`src/rtl/operand_field_decoder_if.sv`:
```
// Source-operand handshake bundle: instruction in, decoded register/immediate fields out.
// Optional macro OPDEC_ILLEGAL_EN adds the per-entry illegal flag.
interface operand_field_decoder_if #(
  parameter int IMM_W = 22,
  parameter int IS_W  = 4
);
  logic             in_valid;
  logic             in_ready;
  logic [31:0]      instr;
  logic             out_valid;
  logic             out_ready;
  logic [4:0]       rs1;
  logic [4:0]       rs2;
  logic [4:0]       rd;
  logic [IMM_W-1:0] imm;
  logic [IS_W-1:0]  is;
`ifdef OPDEC_ILLEGAL_EN
  logic             illegal;

  modport master (
    output in_valid, instr, out_ready,
    input  in_ready, out_valid, rs1, rs2, rd, imm, is, illegal
  );

  modport slave (
    input  in_valid, instr, out_ready,
    output in_ready, out_valid, rs1, rs2, rd, imm, is, illegal
  );
`else
  modport master (
    output in_valid, instr, out_ready,
    input  in_ready, out_valid, rs1, rs2, rd, imm, is
  );

  modport slave (
    input  in_valid, instr, out_ready,
    output in_ready, out_valid, rs1, rs2, rd, imm, is
  );
`endif
endinterface

```
`src/rtl/operand_field_decoder.sv`:
```
// Slices SPARC instructions into rs1/rs2/rd, Imm and IS select behind a 2-entry skid buffer.
// Define OPDEC_ILLEGAL_EN to flag UNIMP/reserved op=00 encodings on the illegal output.
module operand_field_decoder #(
  parameter int IMM_W = 22,
  parameter int IS_W  = 4
) (
  input logic                    clk,
  input logic                    rst_n,
  input logic                    flush,
  operand_field_decoder_if.slave bus
);

  typedef enum logic [1:0] {
    EMPTY = 2'd0,
    ONE   = 2'd1,
    FULL  = 2'd2
  } state_t;

  typedef struct packed {
    logic [4:0]       rd;
    logic [4:0]       rs1;
    logic [4:0]       rs2;
    logic [IMM_W-1:0] imm;
    logic [IS_W-1:0]  is;
`ifdef OPDEC_ILLEGAL_EN
    logic             illegal;
`endif
  } entry_t;

  state_t state;
  state_t next_state;
  entry_t dec;
  entry_t head;
  entry_t skid;
  logic   push;
  logic   pop;
  logic   load_head_new;
  logic   load_head_skid;
  logic   load_skid_new;
  logic   is_shift;

  // Shift ops (SLL/SRL/SRA) take their count from bits [4:0] rather than simm13.
  assign is_shift = (bus.instr[24:19] == 6'h25) ||
                    (bus.instr[24:19] == 6'h26) ||
                    (bus.instr[24:19] == 6'h27);

  always_comb begin
    dec     = '0;
    dec.rd  = bus.instr[29:25];
    dec.rs1 = bus.instr[18:14];
    dec.rs2 = bus.instr[4:0];
    case (bus.instr[31:30])
      2'b00: begin
        case (bus.instr[24:22])
          3'b100: begin
            dec.is  = IS_W'(4'b0001);
            dec.imm = IMM_W'(bus.instr[21:0]);
          end
          3'b010, 3'b110: begin
            dec.is  = IS_W'(4'b0010);
            dec.imm = IMM_W'(bus.instr[21:0]);
          end
          default: begin
`ifdef OPDEC_ILLEGAL_EN
            dec.illegal = 1'b1;
`endif
          end
        endcase
      end
      2'b01: begin
        dec.is  = IS_W'(4'b1111);
        dec.imm = IMM_W'(bus.instr[21:0]);
      end
      default: begin
        if (bus.instr[13]) begin
          if (is_shift) begin
            dec.is  = IS_W'(4'b0101);
            dec.imm = {{(IMM_W-5){1'b0}}, bus.instr[4:0]};
          end else begin
            dec.is  = IS_W'(4'b0100);
            dec.imm = {{(IMM_W-13){bus.instr[12]}}, bus.instr[12:0]};
          end
        end else begin
          dec.is = is_shift ? IS_W'(4'b0110) : IS_W'(4'b0000);
        end
      end
    endcase
  end

  assign bus.in_ready  = (state != FULL);
  assign bus.out_valid = (state != EMPTY);
  assign push          = bus.in_valid && bus.in_ready;
  assign pop           = bus.out_valid && bus.out_ready;

  always_ff @(posedge clk or negedge rst_n) begin
    if (!rst_n) begin
      state <= EMPTY;
    end else begin
      state <= next_state;
    end
  end

  always_comb begin
    next_state     = state;
    load_head_new  = 1'b0;
    load_head_skid = 1'b0;
    load_skid_new  = 1'b0;
    case (state)
      EMPTY: begin
        if (push) begin
          next_state    = ONE;
          load_head_new = 1'b1;
        end
      end
      ONE: begin
        if (push && pop) begin
          load_head_new = 1'b1;
        end else if (push) begin
          next_state    = FULL;
          load_skid_new = 1'b1;
        end else if (pop) begin
          next_state = EMPTY;
        end
      end
      FULL: begin
        if (pop) begin
          next_state     = ONE;
          load_head_skid = 1'b1;
        end
      end
      default: next_state = EMPTY;
    endcase
    // Flush wins over any same-cycle transfer, so nothing is loaded either.
    if (flush) begin
      next_state     = EMPTY;
      load_head_new  = 1'b0;
      load_head_skid = 1'b0;
      load_skid_new  = 1'b0;
    end
  end

  always_ff @(posedge clk or negedge rst_n) begin
    if (!rst_n) begin
      head <= '0;
      skid <= '0;
    end else begin
      if (load_head_new) begin
        head <= dec;
      end else if (load_head_skid) begin
        head <= skid;
      end
      if (load_skid_new) begin
        skid <= dec;
      end
    end
  end

  assign bus.rd  = head.rd;
  assign bus.rs1 = head.rs1;
  assign bus.rs2 = head.rs2;
  assign bus.imm = head.imm;
  assign bus.is  = head.is;
`ifdef OPDEC_ILLEGAL_EN
  assign bus.illegal = head.illegal;
`endif

endmodule

```
`src/flat_wrapper.sv`:
```
// flat-port wrapper written by rule: the top's interface ports become plain ports
module operand_field_decoder_flat 
#(
  parameter int IMM_W = 22,
  parameter int IS_W  = 4
)
  (clk, rst_n, flush, bus_in_valid, bus_instr, bus_out_ready, bus_in_ready, bus_out_valid, bus_rs1, bus_rs2, bus_rd, bus_imm, bus_is);
  operand_field_decoder_if #(.IMM_W(IMM_W), .IS_W(IS_W)) bus_i ();
  input logic clk;
  input logic rst_n;
  input logic flush;
  input wire logic [$bits(bus_i.in_valid)-1:0] bus_in_valid;
  input wire logic [$bits(bus_i.instr)-1:0] bus_instr;
  input wire logic [$bits(bus_i.out_ready)-1:0] bus_out_ready;
  output wire logic [$bits(bus_i.in_ready)-1:0] bus_in_ready;
  output wire logic [$bits(bus_i.out_valid)-1:0] bus_out_valid;
  output wire logic [$bits(bus_i.rs1)-1:0] bus_rs1;
  output wire logic [$bits(bus_i.rs2)-1:0] bus_rs2;
  output wire logic [$bits(bus_i.rd)-1:0] bus_rd;
  output wire logic [$bits(bus_i.imm)-1:0] bus_imm;
  output wire logic [$bits(bus_i.is)-1:0] bus_is;
  assign bus_i.in_valid = bus_in_valid;
  assign bus_i.instr = bus_instr;
  assign bus_i.out_ready = bus_out_ready;
  assign bus_in_ready = bus_i.in_ready;
  assign bus_out_valid = bus_i.out_valid;
  assign bus_rs1 = bus_i.rs1;
  assign bus_rs2 = bus_i.rs2;
  assign bus_rd = bus_i.rd;
  assign bus_imm = bus_i.imm;
  assign bus_is = bus_i.is;
  operand_field_decoder #(.IMM_W(IMM_W), .IS_W(IS_W)) u_core (.clk(clk), .rst_n(rst_n), .flush(flush), .bus(bus_i));
endmodule
```
`config.mk`:
```
export PLATFORM = sky130hd
export DESIGN_NAME = operand_field_decoder_flat
export DESIGN_NICKNAME = d
export VERILOG_FILES = /design/src/rtl/operand_field_decoder_if.sv /design/src/rtl/operand_field_decoder.sv /design/src/flat_wrapper.sv
export SDC_FILE = /design/constraint.sdc
export NUM_CORES = 1
export LEC_CHECK = 0
export ABC_AREA = 1
export CAP_MARGIN = 40
export CORE_UTILIZATION = 27
export DETAILED_ROUTE_END_ITERATION = 7
export RECOVER_POWER = 100
export SLEW_MARGIN = 20
export SYNTH_ARGS = -nofsm -noshare
export SYNTH_HDL_FRONTEND = slang
export SYNTH_SLANG_ARGS = --single-unit
```
`constraint.sdc`:
```
create_clock -name clk -period 1.7 [get_ports clk]
set_clock_uncertainty 0.1 [all_clocks]
set_input_delay 0.17 -clock clk [delete_from_list [all_inputs] [get_ports clk]]
set_output_delay 0.17 -clock clk [all_outputs]
set_load 0.005 [all_outputs]
```
**After elaboration in Yosys (flattened, before gate mapping)**

Cells that the tools add are included.
W data, S select, Z words.

- Bits in registers: 84

- Reductions and logical operators: 11
- Multiplexer cells: 25
- Eq/ne operators: 14

Operators with widths:

| operator | number |
|---|---|
| $pmux W26 S2 | 2 |
| $mux W41 | 2 |
| $mux W26 | 1 |
| $mux W22 | 1 |
| $eq A6 B6 Y1 const B | 3 |
| $mux W2 | 6 |
| $mux W1 | 9 |
| $eq A3 B3 Y1 const B | 2 |
| $ne A3 B2 Y1 const B | 2 |
| $pmux W2 S3 | 1 |
| $eq A2 B1 Y1 const B | 2 |
| $logic_not A2 Y1 | 2 |
| $mux W4 | 1 |
| $ne A4 B2 Y1 const B | 1 |
| $reduce_and A4 Y1 | 1 |
| $reduce_bool A2 Y1 | 2 |
| $eq A3 B2 Y1 const B | 1 |
| $logic_and A1 B1 Y1 | 3 |
| $mux W3 | 1 |
| $ne A3 B3 Y1 const B | 1 |
| $eq A2 B2 Y1 const B | 1 |
| $logic_or A1 B1 Y1 | 2 |
| $ne A2 B2 Y1 const B | 1 |
| $pmux W1 S2 | 1 |
| $reduce_or A2 Y1 | 1 |

**Depth between registers and ports, before layout**

Gate-level depths: netlist (run 1).

- Depth after elaboration: 7
- Depth in mapped cells: 9

**Worst setup path after synthesis (run 1)**

Ideal clock, no wire load.

- Kind: register to register
- Start point: reg u_core.state[0]
- End point: reg u_core.head, in the netlist u_core.bus.rs1[2]
- Library setup time: 130 ps
- Clock period less this slack: 1415 ps
- Path buffers: 2
- Arrival time: 1185 ps
- Path slack: 285 ps
- Data required time: 1470 ps
- Cell stages (with the launch flop): 7
- Cell sequence: dfrtp_1 > nor2_1 > nand3_1 > buf_2 > buf_4 > nand3_1 > o211ai_1

- Longest elaborated chain between the ends: 7

Ends and longest elaborated chain:

| element | line | source |
|---|---|---|
| start, declared | operand_field_decoder.sv:30 | `state_t state;` |
| start signal, assigned | operand_field_decoder.sv:99 | `state <= next_state;` |
| $ne A2 B2 Y1 or $reduce_bool A2 Y1 (tied branches) | operand_field_decoder.sv:90, operand_field_decoder.sv:91 |  |
| $logic_and A1 B1 Y1 (on tied branches) | operand_field_decoder.sv:92, operand_field_decoder.sv:93 |  |
| $logic_and A1 B1 Y1 | operand_field_decoder.sv:116 | `if (push && pop) begin` |
| $mux W1 | operand_field_decoder.sv:116 |  |
| $pmux W1 S2 | operand_field_decoder.sv:108 | `case (state)` |
| $mux W1 | operand_field_decoder.sv:134 | `if (flush) begin` |
| $mux W41 or $reduce_bool A2 Y1 (tied branches) | -- |  |
| end signal, assigned | operand_field_decoder.sv:150 | `head <= skid;` |
| end, declared | operand_field_decoder.sv:33 | `entry_t head;` |

Several ways; a longest one is shown, not always the timed one.
A chain may end at the register's enable or synchronous reset.

**Final worst setup path (run 1)**

- Start point: reg u_core.head, in the netlist u_core.bus.rs2[4]
- End point: out bus_rs2[4]

RTL lines:

| element | line | source |
|---|---|---|
| end, declared | flat_wrapper.sv:18 | `output wire logic [$bits(bus_i.rs2)-1:0] bus_rs2;` |

No word-level cell between the ends.

==> results.yml, run 1 <==
run_status:
  outcome: "finished, final reports clean"
power:
  powerDensity_mw_per_mm2: 1130
  clkPwrFrac_pct: 29.2
  swShare_pct: 29.3
  total_power_uw: 6130
  leakage_uw: 0.00293
  p_int_uw: 4330
  p_comb_share_pct: 24.0
  vdd_drop_max_mv: 0.575
  power_frac_seq_pct: 46.8
  switching_power_uw: 1800
synth:
  synth_top_area_share_pct: 52.2
  synth_area_per_cell_um2: 7.53
  synth_cells: 535
  syn_area_mm2: 0.00403
  ys_types: 20
  synth_warnings: 0
  yosysMostFrequentCell: "nand2_1"
  async_reset_ff_share_pct: 100
  ys.flop_type: "dfrtp_1"
  synth_edf_count: 0
  yosys.area.top_type: "dfrtp_1"
  ys_seq_area_share_pct: 52.2
  synth-seq-cells: 84
  syn-num-nets: 572
  synth_common_cells: "nand2_1 (240), nand3_1 (86), dfrtp_1 (84)"
  synthTopCellsByArea: "dfrtp_1 (52%), nand2_1 (22%), nand3_1 (11%), inv_1 (4.5%), nor2_1 (2.1%)"
critical_path:
  crit_fanout: 2
  worst_setup_path_end_kind: "output pin"
  r2r_start: "u_core.state[1]"
  worst_ep_required_time_ps: 1430
  slowest_stage: "dlygate4sd3_1"
  rrSetupSlack_ps: 130
  worstSetupStartpointType: "register"
  cp_top_family: "buffers and inverters"
  path_class: "register to output pin"
  cp.arrival_ps: 1350
  timing.rr.end: "u_core.skid[32]"
  path_buf_inv: 1
  reg2regPathDepth: 5
  cpPeakStageDelay_ps: 590
  critical_path.cell_chain: "dlygate4sd3_1"
layout:
  antennaDiodeCount: 0
  num-nets-final: 665
  area_delta_synth_final_pct: 35.4
  drive_gt1_share_pct: 8.21
route:
  drtIter0Drc: 399
  viasPerCell: 4.65
  wl_per_cell_um: 14.1
  routed_wirelength_um: 11500
  drcViolationCount: 0
  dr_total_vias: 3800
  ant_nets: 0
  first_pass_iters: 5
sta:
  max-slew-margin-rel_pct: 38.4
  rsz0062_at_grt: "no"
  min_period_ps: 1620
  maxSlewViolCount: 0
  fmax_mhz: 617
  post-route-period-util_pct: 95.3
  whs_ps: 308
  hold_viol_final: 0
  worst_slew_pin_slew_ps: 924
  finalSetupViolations: 0
floorplanning:
  die_area_mm2: 0.0154
  num_io_pins: 80
  die_y_um: 124
  core_area_mm2: 0.0145
  die_w_um: 124
  initial_utilization_pct: 27.7
  num_rows: 44
cts:
  h-tree-depth: 3
  cts_made_buffers: 9
  clkTransAtPathRegs_ps: 60
  clkSinkCount: 84
  clock_path_buffers: 2
  post-cts-setup-buffers: 0
  cts_tree: "built"
  cts_root_buffer: "clkbuf_16"
  clk_latency_ps: 340
hold_path:
  hold_path_end: "u_core.skid[39]"
  hold_path_depth: 3
  min_from: "bus_instr[28]"
  hp-class: "input port to register"
placement:
  dp_hpwl_um: 8060
  gp_congestion: 0.753
  port_buffers: 79
global_route:
  grt_overflow: 0
  antenna_found_initial: 0
  grt_pass1_vias: 3869
  grt_max_degree: 36
  grt_usage_pct: 16.5
  grt_pass1_wl_um: 19300
job:
  max-cap-violations: 0
-- cell families after synthesis --
logic type             count (synthesis)  synth area share [%]
DFF                                   84                  52.2
buffers and inverters                 79                  8.76
AOI/OAI and AO/OA                     17                  2.49
and+or+nand+nor                      355                  36.6
-- worst max-delay path by stage --
stage / startpoint / endpoint / slack, ps / cells after the start
2_1_floorplan: u_core.state[0] / u_core.bus.rs1[2] / 290 / 6
3_3_place_gp: flush / u_core.bus.is[3] / -130 / 7
3_5_place_dp: flush / u_core.bus.rs2[2] / -150 / 7
4_1_cts: u_core.state[0] / bus_out_valid / 20 / 3
5_1_grt: u_core.state[1] / u_core.skid[32] / 9 / 5
6_report: u_core.bus.rs2[4] / bus_rs2[4] / 80 / 1
-- registers in the layout, summed over array words and instances, names as in the netlist --
| register | cells |
|---|---|
| u_core.bus.imm | 22 |
| u_core.bus.is | 4 |
| u_core.bus.rd | 5 |
| u_core.bus.rs1 | 5 |
| u_core.bus.rs2 | 5 |
| u_core.skid | 41 |
| u_core.state | 2 |
-- per-stage QoR --
step	cells	setup slack, ps	util [%]	area, um2	TNS (ps)
floorplan	535	285	-	4030	0
global placement	800	-132	35.6	5180	-1900
detailed placement	800	-154	35.6	5180	-3620
CTS	817	21.0	37.6	5460	0
global route	817	8.61	37.5	5450	0
finish	817	79.9	37.5	5450	0
-- metal layers --
metal,up-vias,track usage (%),share of wire (%)
li1,1849,-,-
met1,1816,21.7,46
met2,122,27.2,46
met3,13,2.43,5.9
met4,0,6.62,1.8
met5,-,0,0
-- final cells by class --
class	count	area, um2
fill	1523	9080
sequential	84	2100
multi-input combinational	372	1560
timing repair buffer	109	1090
clock buffer	11	243
tap	184	230
inverter	52	198
clock inverter	5	27.5
-- cell usage in the layout (no fill, tap or decap), drive strengths merged --
cell type,n
clkinvlp,1
inv,52
clkbuf,13
dlygate4sd3,42
nand2,241
o31ai,1
nand3,87
buf,28
o21a,1
clkdlybuf4s50,35
a21oi,1
dfrtp,84
clkdlybuf4s25,2
clkinv,4
nand3b,2
o21ai,10
nor2,24
o211ai,4
nand4,1
-- what timing repair did --
action	4_1_cts	5_1_grt
hold buffers	1	0
endpoints found under the hold margin	32	0
endpoints found under the setup margin	0	17
resized for setup	0	5
-- power by group through the flow --
stage / clock, uW / combinational (uW) / sequential, uW
floorplan: 0 / 710 / 2850
global placement: 0 / 1550 / 2890
detailed placement: 0 / 1580 / 2910
CTS: 1840 / 1600 / 2890
global route: 1920 / 1700 / 2940
finish: 1790 / 1470 / 2870
Power figures use the tool's default switching activity.
==> run 2, diff against run 1 <==
==> constraint.sdc (replaced) <==
create_clock -name clk -period 1.7 [get_ports clk]
set_clock_uncertainty 0.1 [all_clocks]
set_input_delay 0.17 -clock clk [delete_from_list [all_inputs] [get_ports clk]]
set_output_delay 0.17 -clock clk [all_outputs]
set_load 0.1 [all_outputs]
==> results.yml, run 2 (same netlist as run 1, synthesis figures left out) <==
run_status:
  outcome: "finished, final reports clean"
placement:
  place_area_mm2: 0.00564
  port_buffers: 79
  place_inst: 796
  dp_hpwl_um: 7940
  dp_slack_ps: -117
  gp_congestion: 0.847
layout:
  regMostFlops: "u_core.skid"
  area_delta_synth_final_pct: 31.8
  fin_area_mm2: 0.00531
  num-nets-final: 661
  layout_commonest_cell: "nand2_1"
  final_cell_mix: "nand2_1 (239), nand3_1 (86), dfrtp_1 (84)"
  drive_gt1_share_pct: 14.5
  antennaDiodeCount: 0
  fillers: 1511
  largest_reg_flops: 41
  final_cells: 813
cts:
  cts_made_buffers: 9
  cts_root_buffer: "clkbuf_16"
  clock_path_buffers: 2
  cts_tree: "built"
  h-tree-depth: 3
  clk_latency_ps: 340
  post-cts-setup-buffers: 0
  clkSinkCount: 84
  clkTransAtPathRegs_ps: 60
sta:
  setup_ws_ps: 140
  post-route-period-util_pct: 91.8
  min_period_ps: 1560
  maxSlewViolCount: 0
  max-slew-margin-rel_pct: 46.9
  hold_viol_final: 0
  fmax_mhz: 641
  finalSetupViolations: 0
  rsz0062_at_grt: "no"
  worst_slew_pin_slew_ps: 797
power:
  vdd_drop_max_mv: 0.602
  power_frac_seq_pct: 35.8
  powerDensity_mw_per_mm2: 1520
  switching_power_uw: 3660
  leakage_uw: 0.00290
  p_int_uw: 4400
  swShare_pct: 45.5
  clkPwrFrac_pct: 24.7
  p_comb_share_pct: 39.5
hold_path:
  hold_path_end: "u_core.skid[36]"
  hold_path_depth: 3
  hp-class: "input port to register"
  min_from: "bus_instr[25]"
critical_path:
  r2r_start: "u_core.state[0]"
  timing.rr.end: "u_core.bus.imm[9]"
  rrSetupSlack_ps: 170
  worstSetupStartpointType: "register"
  cp.arrival_ps: 1290
  crit_fanout: 4
  path_class: "register to output pin"
  worst_ep_required_time_ps: 1430
  worst_setup_path_end_kind: "output pin"
  reg2regPathDepth: 7
route:
  drcViolationCount: 0
  ant_nets: 0
  first_pass_iters: 4
  viasPerCell: 4.50
  wl_per_cell_um: 13.7
  drtIter0Drc: 302
  dr_total_vias: 3658
  routed_wirelength_um: 11100
floorplanning:
  die_area_mm2: 0.0154
  die_y_um: 124
  core_area_mm2: 0.0145
  die_w_um: 124
  initial_utilization_pct: 27.7
  num_io_pins: 80
  num_rows: 44
global_route:
  grt_pass1_vias: 3738
  grt_usage_pct: 15.6
  grt_max_degree: 30
  grt_overflow: 0
  antenna_found_initial: 0
  grt_pass1_wl_um: 18200
job:
  max-cap-violations: 0
-- run 2: cell types whose count changed in the layout (fill, tap and decap cells not counted), sizes merged --
cell           delta
buf               -6
clkinvlp          +1
dlygate4sd3      -41
bufinv            +1
clkbuf           +47
clkinv            -4
clkdlybuf4s25     -2
-- run 2: through the flow --
stage	total power (uW)	setup TNS (ps)	util (%)	hold WS (ps)
after floorplan	5370	0	-	-226
after global placement	6980	-617	38.8	25.3
after detailed placement	7050	-1460	38.8	30.5
after CTS	9060	0	41.0	230
after global routing	8440	0	36.5	320
final	8060	0	36.5	303
-- run 2: layer usage --
layer	global-route usage [%]	wire length, um
met1	20.0	5020
met2	25.3	5280
met3	2.98	582
met4	6.70	240
met5	0	0
-- run 2: worst max-delay path, stage by stage (launching register included) --
cell,delay (ps)
dfrtp_1,410
inv_1,130
nor2_1,50
inv_1,50
clkbuf_4,310
-- run 2: how the worst max path moves through the flow --
stage	slack, ps	end	start	cells past startpoint
floorplan	90	u_core.bus.imm[0]	u_core.state[0]	9
global route	20	u_core.bus.imm[19]	u_core.state[0]	7
CTS	30	u_core.bus.rd[0]	u_core.state[0]	8
detailed placement	-120	u_core.bus.rd[0]	flush	9
global placement	-50	u_core.bus.rs2[1]	flush	9
finish	140	bus_in_ready	u_core.state[1]	4
-- run 2: power groups by stage --
| stage | Sequential, uW | Clock (uW) | Combinational [uW] |
|---|---|---|---|
| global placement | 3030 | 0 | 3950 |
| floorplan | 4620 | 0 | 752 |
| finish | 2880 | 1990 | 3180 |
| detailed placement | 3050 | 0 | 4000 |
| CTS | 3020 | 2030 | 4010 |
| global route | 2940 | 2110 | 3390 |
-- run 2: timing repair --
item,4_1_cts,5_1_grt
endpoints found under the hold margin,27,0
resized for setup,0,2
hold buffers,1,0
setup endpoints to repair,0,17
-- run 2: final cells by class --
type	instances	area [um2]	share of cell area (%)
clock buffers	13	260	4.90
repair buffers	105	896	16.9
flip-flops and latches	84	2100	39.6
inverters	52	195	3.68
clock inverters	3	45.0	0.848
well taps	184	230	4.34
multi-input cells	372	1580	29.8
==> run 3, diff against run 2 <==
SETUP_SLACK_MARGIN = 0.3   (was not set)
==> results.yml, run 3 (same netlist as run 1, synthesis figures left out) <==
run_status:
  outcome: "finished, final reports clean"
layout:
  largest_reg_flops: 41
  area_delta_synth_final_pct: 41.3
  regMostFlops: "u_core.skid"
  fillers: 1499
  final_cell_mix: "nand2_1 (235), dfrtp_1 (84), nand3_1 (83)"
  layout_commonest_cell: "nand2_1"
  antennaDiodeCount: 0
  drive_gt1_share_pct: 18.3
  num-nets-final: 678
power:
  p_int_uw: 4320
  p_comb_share_pct: 41.5
  switching_power_uw: 3710
  leakage_uw: 0.00309
  vdd_drop_max_mv: 0.539
  clkPwrFrac_pct: 22.6
  power_frac_seq_pct: 35.9
  swShare_pct: 46.2
  powerDensity_mw_per_mm2: 1410
cts:
  clock_path_buffers: 2
  cts_made_buffers: 9
  clk_latency_ps: 330
  cts_tree: "built"
  clkTransAtPathRegs_ps: 60
  h-tree-depth: 3
  cts_root_buffer: "clkbuf_16"
  clkSinkCount: 84
floorplanning:
  num_io_pins: 80
  initial_utilization_pct: 27.7
  die_area_mm2: 0.0154
  core_area_mm2: 0.0145
  die_y_um: 124
  num_rows: 44
  die_w_um: 124
critical_path:
  cp.arrival_ps: 1710
  crit_fanout: 9
  worst_ep_required_time_ps: 1840
  rrSetupSlack_ps: 130
  path_class: "register to register"
  cpPeakStageDelay_ps: 510
  worstSetupStartpointType: "register"
  timing.rr.end: "u_core.skid[27]"
  critical_path.cell_chain: "clkbuf_1, nand4_4, buf_12, clkbuf_2, o21ai_0"
  cp_top_family: "buffers and inverters"
  worst_setup_path_end_kind: "register"
  path_buf_inv: 3
  r2r_start: "u_core.state[0]"
  reg2regPathDepth: 5
  slowest_stage: "dfrtp_1"
global_route:
  grt_max_degree: 36
  grt_usage_pct: 16.0
  grt_pass1_wl_um: 18700
  grt_pass1_vias: 3756
  antenna_found_initial: 0
  grt_overflow: 0
route:
  drtIter0Drc: 263
  drcViolationCount: 0
  first_pass_iters: 5
  routed_wirelength_um: 12300
  ant_nets: 0
  wl_per_cell_um: 14.9
  dr_total_vias: 3846
  viasPerCell: 4.64
placement:
  port_buffers: 79
  dp_hpwl_um: 7680
  dp_slack_ps: -99.8
  gp_congestion: 0.802
hold_path:
  hp-class: "input port to async pin"
sta:
  fmax_mhz: 639
  setup_ws_ps: 135
  min_period_ps: 1570
  rsz0062_at_grt: "yes"
  maxSlewViolCount: 0
  finalSetupViolations: 0
  max-slew-margin-rel_pct: 58.8
  hold_viol_final: 0
  worst_slew_pin_slew_ps: 617
  tns_ps: 0
  post-route-period-util_pct: 92.1
job:
  max-cap-violations: 0
run 3: through the flow:
| stage | area, um2 | total power [uW] | utilization (%) | instances | hold WS (ps) |
|---|---|---|---|---|---|
| 5_1_grt | 5690 | 8410 | 39.2 | 829 | 182 |
| 3_3_place_gp | 5610 | 6980 | 38.6 | 796 | -39.2 |
| 3_5_place_dp | 5610 | 7030 | 38.6 | 796 | -36.2 |
| 4_1_cts | 6070 | 8930 | 41.8 | 819 | 167 |
| 2_1_floorplan | 4060 | 5390 | - | 535 | -226 |
| 6_report | 5690 | 8030 | 39.2 | 829 | 171 |
run 3: per-layer routing:
| metal | routed length (um) | GRT usage [%] |
|---|---|---|
| met5 | 0 | 0 |
| met2 | 6230 | 27.3 |
| met4 | 96 | 4.61 |
| met1 | 5380 | 20.1 |
| met3 | 634 | 3.75 |
run 3: power groups by stage:
stage / Combinational [uW] / Clock (uW) / Sequential (uW)
detailed placement: 3990 / 0 / 3040
CTS: 4060 / 1850 / 3020
global placement: 3950 / 0 / 3030
floorplan: 768 / 0 / 4620
global route: 3540 / 1930 / 2940
finish: 3330 / 1820 / 2880
run 3: worst max-delay path by stage:
stage | start | cells after the start | slack (ps) | to
finish | u_core.state[0] | 5 | 130 | u_core.skid[27]
global route | u_core.state[0] | 8 | 70 | u_core.bus.imm[20]
CTS | u_core.state[1] | 9 | 230 | u_core.bus.rd[1]
global placement | flush | 9 | -50 | u_core.bus.rs2[2]
detailed placement | flush | 9 | -100 | u_core.bus.rd[4]
floorplan | u_core.state[0] | 9 | 230 | u_core.bus.imm[0]
run 3: cell type report:
cell class                 instances  area, um2  share of cell area, %
multi-input combinational        372       1670                   29.3
timing repair buffer             122       1210                   21.3
clock inverter                     2       10.0                  0.176
tap                              184        230                   4.04
sequential                        84       2100                   36.9
clock buffer                      13        260                   4.57
inverter                          52        210                   3.69
run 3: worst reg2reg max path: cells and delay by family, from the launching register on:
kind                   cells  cell delay [ps]
AO/OA/AOI/OAI              1              190
buffers and inverters      3              570
flip-flops                 1              510
AND/OR/NAND/NOR            1              110
run 3: repair_timing:
action / 4_1_cts / 5_1_grt
endpoints found under the hold margin: 84 / 0
pin swaps: 5 / 5
hold buffers: 1 / 0
setup buffers: 5 / 4
setup endpoints to repair: 79 / 84
resized for setup: 20 / 22
cloned: 2 / 6
